--- src/rtl/window_scan_counter_if.sv ---
// ---------------------------------------------------------------------------
// window_scan_counter_if
//
// Beat channel between the sliding-window scanner and the address generator.
//
// Handshake: a beat transfers on a rising clk edge where out_valid and
// out_ready are both 1. Once out_valid rises it stays high, and every payload
// signal (counter_Row, counter_Col, window_last, frame_last, pad_out) holds
// its value, until that transfer happens. out_ready has no effect while
// out_valid is 0.
//
// Signals:
//   out_valid   scanner -> sink   payload holds a valid beat
//   out_ready   sink -> scanner   sink accepts the current beat
//   counter_Row scanner -> sink   pixel row of the beat
//   counter_Col scanner -> sink   pixel column of the beat
//   window_last scanner -> sink   last beat of its kernel window
//   frame_last  scanner -> sink   last beat of the scan
//   pad_out     scanner -> sink   beat is a padding position
//
// Modports: master (scanner side), slave (sink side).
// ---------------------------------------------------------------------------
interface window_scan_counter_if #(
    parameter int ADDR_W = 15
) ();
    logic              out_valid;
    logic              out_ready;
    logic [ADDR_W-1:0] counter_Row;
    logic [ADDR_W-1:0] counter_Col;
    logic              window_last;
    logic              frame_last;
    logic              pad_out;

    modport master (
        output out_valid,
        output counter_Row,
        output counter_Col,
        output window_last,
        output frame_last,
        output pad_out,
        input  out_ready
    );

    modport slave (
        input  out_valid,
        input  counter_Row,
        input  counter_Col,
        input  window_last,
        input  frame_last,
        input  pad_out,
        output out_ready
    );
endinterface

--- src/rtl/window_scan_counter.sv ---
// ---------------------------------------------------------------------------
// window_scan_counter
//
// Walks every KxK kernel window of a feature map in raster order and emits
// one (row, column) pixel coordinate per accepted beat. Loop order, fastest
// first: kx, ky, ox, oy. Coordinate = (oy*STRIDE + ky, ox*STRIDE + kx).
//
// Optional build macro SCAN_PAD_EN: "same" zero padding with P = (K-1)/2.
// Out-of-map positions are still emitted, flagged with pad_out=1 and a
// (0,0) coordinate. Without the macro no padding logic exists and pad_out
// is tied 0.
//
// Parameters: K (1..7), STRIDE (1..4), ADDR_W (coordinate width).
//
// Ports:
//   clk       in   rising-edge clock
//   reset_n   in   asynchronous active-low reset
//   start     in   scan request, sampled only in IDLE
//   fm_rows   in   feature-map height, captured on accepted start
//   fm_cols   in   feature-map width, captured on accepted start
//   out_if    master modport of the beat channel (see interface header)
//   busy      out  high while scanning
//   done      out  one-cycle pulse when the scan ends
//   cfg_err   out  sticky, dimensions not scannable; cleared by next start
//   state_dbg out  current FSM state (IDLE=0, SCAN=1, DONE=2)
// ---------------------------------------------------------------------------
module window_scan_counter #(
    parameter int K      = 3,
    parameter int STRIDE = 1,
    parameter int ADDR_W = 15
) (
    input  logic                  clk,
    input  logic                  reset_n,
    input  logic                  start,
    input  logic [ADDR_W-1:0]     fm_rows,
    input  logic [ADDR_W-1:0]     fm_cols,
    window_scan_counter_if.master out_if,
    output logic                  busy,
    output logic                  done,
    output logic                  cfg_err,
    output logic [1:0]            state_dbg
);

    // Counters carry one spare bit over the coordinate width.
    localparam int CW = ADDR_W + 1;
    localparam logic [CW-1:0] K_C   = CW'(K);
    localparam logic [CW-1:0] KM1_C = CW'(K - 1);
    localparam logic [CW-1:0] S_C   = CW'(STRIDE);
    localparam logic [CW-1:0] ONE_C = CW'(1);

`ifdef SCAN_PAD_EN
    // Signed arithmetic for padded coordinates needs one more bit so that
    // oy*STRIDE + ky (up to fm-1+P) never wraps into the sign bit.
    localparam int XW = CW + 1;
    localparam logic signed [XW-1:0] S_X = XW'(STRIDE);
    localparam logic signed [XW-1:0] P_X = XW'((K - 1) / 2);
`endif

    typedef enum logic [1:0] {
        IDLE = 2'd0,
        SCAN = 2'd1,
        DONE = 2'd2
    } state_t;

    state_t state_q, state_d;

    // Counters describe the beat currently presented on the channel.
    logic [CW-1:0] oy_q, ox_q, ky_q, kx_q;
    logic [CW-1:0] oy_d, ox_d, ky_d, kx_d;
    logic [CW-1:0] oy_lim_q, ox_lim_q, oy_lim_d, ox_lim_d;

    logic              valid_q, valid_d;
    logic [ADDR_W-1:0] row_q, row_d, col_q, col_d;
    logic              wl_q, wl_d, fl_q, fl_d;
    logic              busy_q, busy_d;
    logic              done_q, done_d;
    logic              err_q, err_d;

`ifdef SCAN_PAD_EN
    logic [ADDR_W-1:0]      rows_q, rows_d, cols_q, cols_d;
    logic                   pad_q, pad_d;
    logic                   pad_n;
    logic signed [XW-1:0]   r_s, c_s;
`endif

    logic              dims_ok;
    logic [CW-1:0]     oy_lim_in, ox_lim_in;
    logic [CW-1:0]     oy_a, ox_a, ky_a, kx_a;
    logic              load_beat;
    logic              wl_n, fl_n;
    logic [ADDR_W-1:0] row_n, col_n;

    // Dimension check and last-window index from the raw start inputs. The
    // limits are only loaded when dims_ok, so their value for bad inputs is
    // irrelevant.
    always_comb begin
`ifdef SCAN_PAD_EN
        dims_ok   = (fm_rows != '0) && (fm_cols != '0);
        oy_lim_in = ({1'b0, fm_rows} - ONE_C) / S_C;
        ox_lim_in = ({1'b0, fm_cols} - ONE_C) / S_C;
`else
        dims_ok   = ({1'b0, fm_rows} >= K_C) && ({1'b0, fm_cols} >= K_C);
        oy_lim_in = ({1'b0, fm_rows} - K_C) / S_C;
        ox_lim_in = ({1'b0, fm_cols} - K_C) / S_C;
`endif
    end

    // Counter successor in kx -> ky -> ox -> oy order. oy never wraps: the
    // frame_last beat leaves SCAN before its successor would be used.
    always_comb begin
        kx_a = kx_q + ONE_C;
        ky_a = ky_q;
        ox_a = ox_q;
        oy_a = oy_q;
        if (kx_q == KM1_C) begin
            kx_a = '0;
            ky_a = ky_q + ONE_C;
            if (ky_q == KM1_C) begin
                ky_a = '0;
                ox_a = ox_q + ONE_C;
                if (ox_q == ox_lim_q) begin
                    ox_a = '0;
                    oy_a = oy_q + ONE_C;
                end
            end
        end
    end

    // FSM next state plus next values of every registered output. Beat
    // payload is evaluated from the counter values being loaded (_d), so
    // the registered outputs always match the registered counters.
    always_comb begin
        state_d   = state_q;
        oy_d      = oy_q;
        ox_d      = ox_q;
        ky_d      = ky_q;
        kx_d      = kx_q;
        oy_lim_d  = oy_lim_q;
        ox_lim_d  = ox_lim_q;
        valid_d   = valid_q;
        row_d     = row_q;
        col_d     = col_q;
        wl_d      = wl_q;
        fl_d      = fl_q;
        busy_d    = busy_q;
        done_d    = 1'b0;
        err_d     = err_q;
        load_beat = 1'b0;
`ifdef SCAN_PAD_EN
        rows_d    = rows_q;
        cols_d    = cols_q;
        pad_d     = pad_q;
`endif

        case (state_q)
            IDLE: begin
                if (start) begin
                    err_d = 1'b0;
                    oy_d  = '0;
                    ox_d  = '0;
                    ky_d  = '0;
                    kx_d  = '0;
`ifdef SCAN_PAD_EN
                    rows_d = fm_rows;
                    cols_d = fm_cols;
`endif
                    if (dims_ok) begin
                        state_d   = SCAN;
                        oy_lim_d  = oy_lim_in;
                        ox_lim_d  = ox_lim_in;
                        busy_d    = 1'b1;
                        valid_d   = 1'b1;
                        load_beat = 1'b1;
                    end else begin
                        state_d = DONE;
                        done_d  = 1'b1;
                        err_d   = 1'b1;
                    end
                end
            end
            SCAN: begin
                if (valid_q && out_if.out_ready) begin
                    if (fl_q) begin
                        state_d = DONE;
                        valid_d = 1'b0;
                        busy_d  = 1'b0;
                        done_d  = 1'b1;
                        wl_d    = 1'b0;
                        fl_d    = 1'b0;
`ifdef SCAN_PAD_EN
                        pad_d   = 1'b0;
`endif
                    end else begin
                        oy_d      = oy_a;
                        ox_d      = ox_a;
                        ky_d      = ky_a;
                        kx_d      = kx_a;
                        load_beat = 1'b1;
                    end
                end
            end
            DONE: begin
                state_d = IDLE;
            end
            default: begin
                state_d = IDLE;
            end
        endcase

        wl_n = (ky_d == KM1_C) && (kx_d == KM1_C);
        fl_n = wl_n && (oy_d == oy_lim_d) && (ox_d == ox_lim_d);
`ifdef SCAN_PAD_EN
        r_s   = $signed({1'b0, oy_d}) * S_X + $signed({1'b0, ky_d}) - P_X;
        c_s   = $signed({1'b0, ox_d}) * S_X + $signed({1'b0, kx_d}) - P_X;
        pad_n = (r_s < 0) || (r_s >= $signed({2'b00, rows_d})) ||
                (c_s < 0) || (c_s >= $signed({2'b00, cols_d}));
        row_n = pad_n ? '0 : r_s[ADDR_W-1:0];
        col_n = pad_n ? '0 : c_s[ADDR_W-1:0];
`else
        row_n = ADDR_W'(oy_d * S_C + ky_d);
        col_n = ADDR_W'(ox_d * S_C + kx_d);
`endif

        if (load_beat) begin
            row_d = row_n;
            col_d = col_n;
            wl_d  = wl_n;
            fl_d  = fl_n;
`ifdef SCAN_PAD_EN
            pad_d = pad_n;
`endif
        end
    end

    always_ff @(posedge clk or negedge reset_n) begin
        if (!reset_n) begin
            state_q <= IDLE;
        end else begin
            state_q <= state_d;
        end
    end

    always_ff @(posedge clk or negedge reset_n) begin
        if (!reset_n) begin
            oy_q     <= '0;
            ox_q     <= '0;
            ky_q     <= '0;
            kx_q     <= '0;
            oy_lim_q <= '0;
            ox_lim_q <= '0;
            valid_q  <= 1'b0;
            row_q    <= '0;
            col_q    <= '0;
            wl_q     <= 1'b0;
            fl_q     <= 1'b0;
            busy_q   <= 1'b0;
            done_q   <= 1'b0;
            err_q    <= 1'b0;
`ifdef SCAN_PAD_EN
            rows_q   <= '0;
            cols_q   <= '0;
            pad_q    <= 1'b0;
`endif
        end else begin
            oy_q     <= oy_d;
            ox_q     <= ox_d;
            ky_q     <= ky_d;
            kx_q     <= kx_d;
            oy_lim_q <= oy_lim_d;
            ox_lim_q <= ox_lim_d;
            valid_q  <= valid_d;
            row_q    <= row_d;
            col_q    <= col_d;
            wl_q     <= wl_d;
            fl_q     <= fl_d;
            busy_q   <= busy_d;
            done_q   <= done_d;
            err_q    <= err_d;
`ifdef SCAN_PAD_EN
            rows_q   <= rows_d;
            cols_q   <= cols_d;
            pad_q    <= pad_d;
`endif
        end
    end

    assign out_if.out_valid   = valid_q;
    assign out_if.counter_Row = row_q;
    assign out_if.counter_Col = col_q;
    assign out_if.window_last = wl_q;
    assign out_if.frame_last  = fl_q;
`ifdef SCAN_PAD_EN
    assign out_if.pad_out     = pad_q;
`else
    assign out_if.pad_out     = 1'b0;
`endif
    assign busy      = busy_q;
    assign done      = done_q;
    assign cfg_err   = err_q;
    assign state_dbg = state_q;

endmodule

--- src/flat_wrapper.sv ---
// flat-port wrapper written by rule: the top's interface ports become plain ports
module window_scan_counter_flat 
#(
    parameter int K      = 3,
    parameter int STRIDE = 1,
    parameter int ADDR_W = 15
)
  (clk, reset_n, start, fm_rows, fm_cols, busy, done, cfg_err, state_dbg, out_if_out_valid, out_if_counter_Row, out_if_counter_Col, out_if_window_last, out_if_frame_last, out_if_pad_out, out_if_out_ready);
  window_scan_counter_if #(.ADDR_W(ADDR_W)) out_if_i ();
  input  logic clk;
  input  logic reset_n;
  input  logic start;
  input  logic [ADDR_W-1:0] fm_rows;
  input  logic [ADDR_W-1:0] fm_cols;
  output logic busy;
  output logic done;
  output logic cfg_err;
  output logic [1:0] state_dbg;
  output wire logic [$bits(out_if_i.out_valid)-1:0] out_if_out_valid;
  output wire logic [$bits(out_if_i.counter_Row)-1:0] out_if_counter_Row;
  output wire logic [$bits(out_if_i.counter_Col)-1:0] out_if_counter_Col;
  output wire logic [$bits(out_if_i.window_last)-1:0] out_if_window_last;
  output wire logic [$bits(out_if_i.frame_last)-1:0] out_if_frame_last;
  output wire logic [$bits(out_if_i.pad_out)-1:0] out_if_pad_out;
  input wire logic [$bits(out_if_i.out_ready)-1:0] out_if_out_ready;
  assign out_if_out_valid = out_if_i.out_valid;
  assign out_if_counter_Row = out_if_i.counter_Row;
  assign out_if_counter_Col = out_if_i.counter_Col;
  assign out_if_window_last = out_if_i.window_last;
  assign out_if_frame_last = out_if_i.frame_last;
  assign out_if_pad_out = out_if_i.pad_out;
  assign out_if_i.out_ready = out_if_out_ready;
  window_scan_counter #(.K(K), .STRIDE(STRIDE), .ADDR_W(ADDR_W)) u_core (.clk(clk), .reset_n(reset_n), .start(start), .fm_rows(fm_rows), .fm_cols(fm_cols), .out_if(out_if_i), .busy(busy), .done(done), .cfg_err(cfg_err), .state_dbg(state_dbg));
endmodule
--- config.mk ---
export PLATFORM = sky130hd
export DESIGN_NAME = window_scan_counter_flat
export DESIGN_NICKNAME = d
export VERILOG_FILES = /design/src/rtl/window_scan_counter_if.sv /design/src/rtl/window_scan_counter.sv /design/src/flat_wrapper.sv
export SDC_FILE = /design/constraint.sdc
export NUM_CORES = 1
export LEC_CHECK = 0
export ABC_AREA = 1
export CAP_MARGIN = 10
export CORE_AREA = 5 5 177 179
export CTS_BUF_LIST = sky130_fd_sc_hd__clkbuf_8
export CTS_CLUSTER_SIZE = 10
export DETAILED_ROUTE_END_ITERATION = 7
export DIE_AREA = 0 0 182 184
export SLEW_MARGIN = 20
export SYNTH_ARGS = -nofsm -noshare
export SYNTH_HDL_FRONTEND = slang
export SYNTH_SLANG_ARGS = --single-unit
export TNS_END_PERCENT = 100
--- constraint.sdc ---
create_clock -name clk -period 3.74 [get_ports clk]
set_input_delay 0.748 -clock clk [delete_from_list [all_inputs] [get_ports clk]]
set_output_delay 0.748 -clock clk [all_outputs]
set_load 0.05 [all_outputs]
==> flow_summary.json, run 1 <==
{
  "status": "finished, final reports clean",
  "vias": 10833,
  "cts_tree": "built",
  "ys_ff_latch": 133,
  "drc": 0,
  "drt-pass1-iter-count": 6,
  "overflow": 0,
  "top_usage_layer": "met2",
  "route.detailed.wl_per_inst_um": 16.0,
  "grt_pass1_vias": 10723,
  "grtUsageMet3": 0.0281,
  "drive_gt1_frac": 0.187,
  "ys_top_cells_by_area": "dfrtp_1 (33%), nand2_1 (18%), inv_1 (6.8%)",
  "place.gp.congestion": 0.950,
  "ir_drop_mv": 0.323,
  "path_clk_slew_ps": 90,
  "clock_latency_ps": 460,
  "fin_worst_skew_ps": 17.4,
  "relSlewSlack": 0.501,
  "required_ps": 4090,
  "netlist_area_um2": 10200,
  "r2r_cells": 22,
  "power_density_nw_per_um2": 557,
  "diodes": 0,
  "use_met1": 0.270,
  "detail_route.vias_per_cell": 4.88,
  "r2r_start": "u_core.ky_q[0]$_DFF_PN0_",
  "power_leakage_nw": 7.01,
  "cts_root_buf": "clkbuf_8",
  "crit_fanout": 6,
  "fill_cells": 3035,
  "yosysTopAreaCell": "dfrtp_1",
  "grt_max_degree": 73,
  "yosysSeqAreaShare": 0.326,
  "drtIter0Drc": 749,
  "clock-sinks": 133,
  "track_usage": 0.213,
  "layout_common_cells": "nand2_1 (498), buf_4 (212), inv_1 (187)",
  "met2_usage": 0.378,
  "final_common_cell": "nand2_1",
  "htreeDepth": 4,
  "synth_warnings": 0,
  "drv_slew": 0,
  "numPortBuffers": 71,
  "num_io_pins": 73,
  "routed_wl_um": 35500,
  "tightest_slew_ps": 749,
  "rsz0062_at_grt": "true",
  "synth.top_cell.area_share": 0.326,
  "hold_violations": 0,
  "start_util": 0.347,
  "dp_hpwl_um": 28500,
  "antenna_found_initial": 1,
  "critPathKind": "in2reg",
  "cts_max_path_buffers": 2,
  "hold_path_class": "in2async",
  "placed_area_um2": 12900,
  "num_rows": 63,
  "ff2ff_setup_slack_ps": 260,
  "end_kind": "flop",
  "timing.fmax_mhz": 283,
  "fin_crit_sh": 0.945,
  "min_period_ps": 3530,
  "syn2layout_area_growth_pct": 32.1,
  "syn_nets": 1608,
  "worstPathArrival_ps": 3890,
  "die_h_um": 184,
  "chipWidth_um": 182,
  "numCtsBuffers": 17,
  "drv_cap": 0,
  "yosysUniqueCellTypes": 54,
  "final-setup-viol-count": 0,
  "final_area_um2": 13500,
  "r2r_end": "u_core.out_if.counter_Row[13]$_DFFE_PN0P_",
  "finish.net_count": 1886,
  "whs_ps": 291,
  "dieArea_um2": 33500,
  "grt_pass1_wl_um": 56500,
  "ant_nets": 0,
  "syn-instance-count": 1537,
  "setup_tns_ps": 0,
  "avgSynthCellArea_um2": 6.64,
  "critPathLaunchType": "input pin",
  "core_area_um2": 29400
}
## how the worst max path moves through the flow
stage	startpoint	endpoint	slack [ps]	depth (start not counted)
after floorplan	out_if_out_ready	u_core.out_if.counter_Col[14]$_DFFE_PN0P_	140	22
after detailed placement	out_if_out_ready	u_core.out_if.counter_Col[14]$_DFFE_PN0P_	-420	23
after CTS	out_if_out_ready	u_core.out_if.counter_Col[14]$_DFFE_PN0P_	30	24
after global routing	out_if_out_ready	u_core.out_if.counter_Col[13]$_DFFE_PN0P_	-40	25
final	out_if_out_ready	u_core.out_if.counter_Row[13]$_DFFE_PN0P_	210	21
after global placement	out_if_out_ready	u_core.out_if.counter_Col[14]$_DFFE_PN0P_	-410	23
## logic make-up (layout without fill, tap and decap cells)
family                   after synthesis  after routing  synth area share
AND/OR/NAND/NOR                      887            887             0.387
adder cells (fa/ha/maj)               37             37            0.0461
XOR/XNOR                              61             61            0.0524
other                                  1              1          0.000368
buffers and inverters                236            527            0.0904
flip-flops                           133            133             0.326
AO/OA/AOI/OAI                        182            182            0.0969
## synthesized netlist by cell type (all sizes together)
master,number
a211o,1
a21boi,1
a21o,2
a21oi,64
a221oi,2
a22oi,2
a31oi,1
a32oi,1
and2,1
buf,17
clkbuf,14
clkinv,3
conb,1
dfrtp,133
fa,1
ha,36
inv,202
nand2,512
nand2b,1
nand3,146
nand3b,8
nand4,28
nor2,146
nor3,33
nor3b,1
nor4,2
o211ai,3
o21a,1
o21ai,94
o21bai,3
o22a,1
o22ai,3
o31ai,2
o41ai,1
or2,9
xnor2,15
xor2,46
## through the flow
step	utilization	worst slack, ps	power (mW)	cells
floorplan	-	136	4.53	1537
global placement	0.440	-406	6.15	2185
global route	0.458	-37.2	8.04	2218
CTS	0.454	33.2	7.47	2217
detailed placement	0.440	-425	6.18	2185
finish	0.458	207	7.50	2218
## registers in the layout, indices dropped and copies added, names as in the netlist
name	count
u_core.kx_q	16
u_core.ky_q	16
u_core.ox_lim_q	16
u_core.ox_q	16
u_core.oy_lim_q	16
u_core.oy_q	16
u_core.out_if.counter_Col	15
u_core.out_if.counter_Row	15
u_core.state_dbg	2
u_core.cfg_err	1
u_core.done	1
u_core.out_if.frame_last	1
u_core.out_if.out_valid	1
u_core.out_if.window_last	1
## area by class of cell
cell class	instances	area, um2	area share
clock buffers	20	275	0.0204
clock inverters	12	129	0.00956
inverters	205	776	0.0576
multi-input cells	1168	6060	0.450
flip-flops and latches	133	3330	0.247
well taps	390	488	0.0362
repair buffers	290	2420	0.179
## per-layer routing
layer	part of all wire	routed length, um	vias up
met5	0.00037	13	-
met3	0.043	1530	53
met4	0.029	1040	2
li1	-	-	5496
met2	0.49	17300	271
met1	0.44	15600	5011
## where the power goes
part | switching [mW] | internal, mW
clock | 0.623 | 0.646
combinational | 2.68 | 1.49
sequential | 0.249 | 1.81
total | 3.56 | 3.95
## worst max-delay path, stage by stage
cell and delay [ps]:
clkdlybuf4s50_1 470, nand2_2 90, nor2_4 140, nand3_4 110, nor2_8 140, nand3_1 120, buf_4 170, nor3_1 280
buf_4 180, nand4_1 70, nand2_1 110, inv_1 110, ha_1 310, inv_1 90, nor3_1 290, and2_1 170
nand2_1 60, nand2_1 60, nand2_1 50, nand3_1 60, nand2_1 50
## repair_timing
item                       in CTS  in global routing
gates resized for setup         0                 40
setup buffers                   0                  1
setup endpoints to repair       0                 13
hold buffers                    0                  0
(Power assumes the default switching activity.)
==> run 2: changes to the inputs <==
--- a/config.mk
+++ b/config.mk
@@ -6,7 +6,6 @@
 export NUM_CORES = 1
 export LEC_CHECK = 0
 export ABC_AREA = 1
-export CAP_MARGIN = 10
 export CORE_AREA = 5 5 177 179
 export CTS_BUF_LIST = sky130_fd_sc_hd__clkbuf_8
 export CTS_CLUSTER_SIZE = 10
==> results of run 2 <==
Same layout as run 1: the final DEF is identical, and so are final timing and power.
==> run 3: changes to the inputs <==
--- a/config.mk
+++ b/config.mk
@@ -6,6 +6,7 @@
 export NUM_CORES = 1
 export LEC_CHECK = 0
 export ABC_AREA = 1
+export CAP_MARGIN = 20
 export CORE_AREA = 5 5 177 179
 export CTS_BUF_LIST = sky130_fd_sc_hd__clkbuf_8
 export CTS_CLUSTER_SIZE = 10
==> results of run 3 <==
Same layout as run 1: the final DEF is identical, and so are final timing and power.
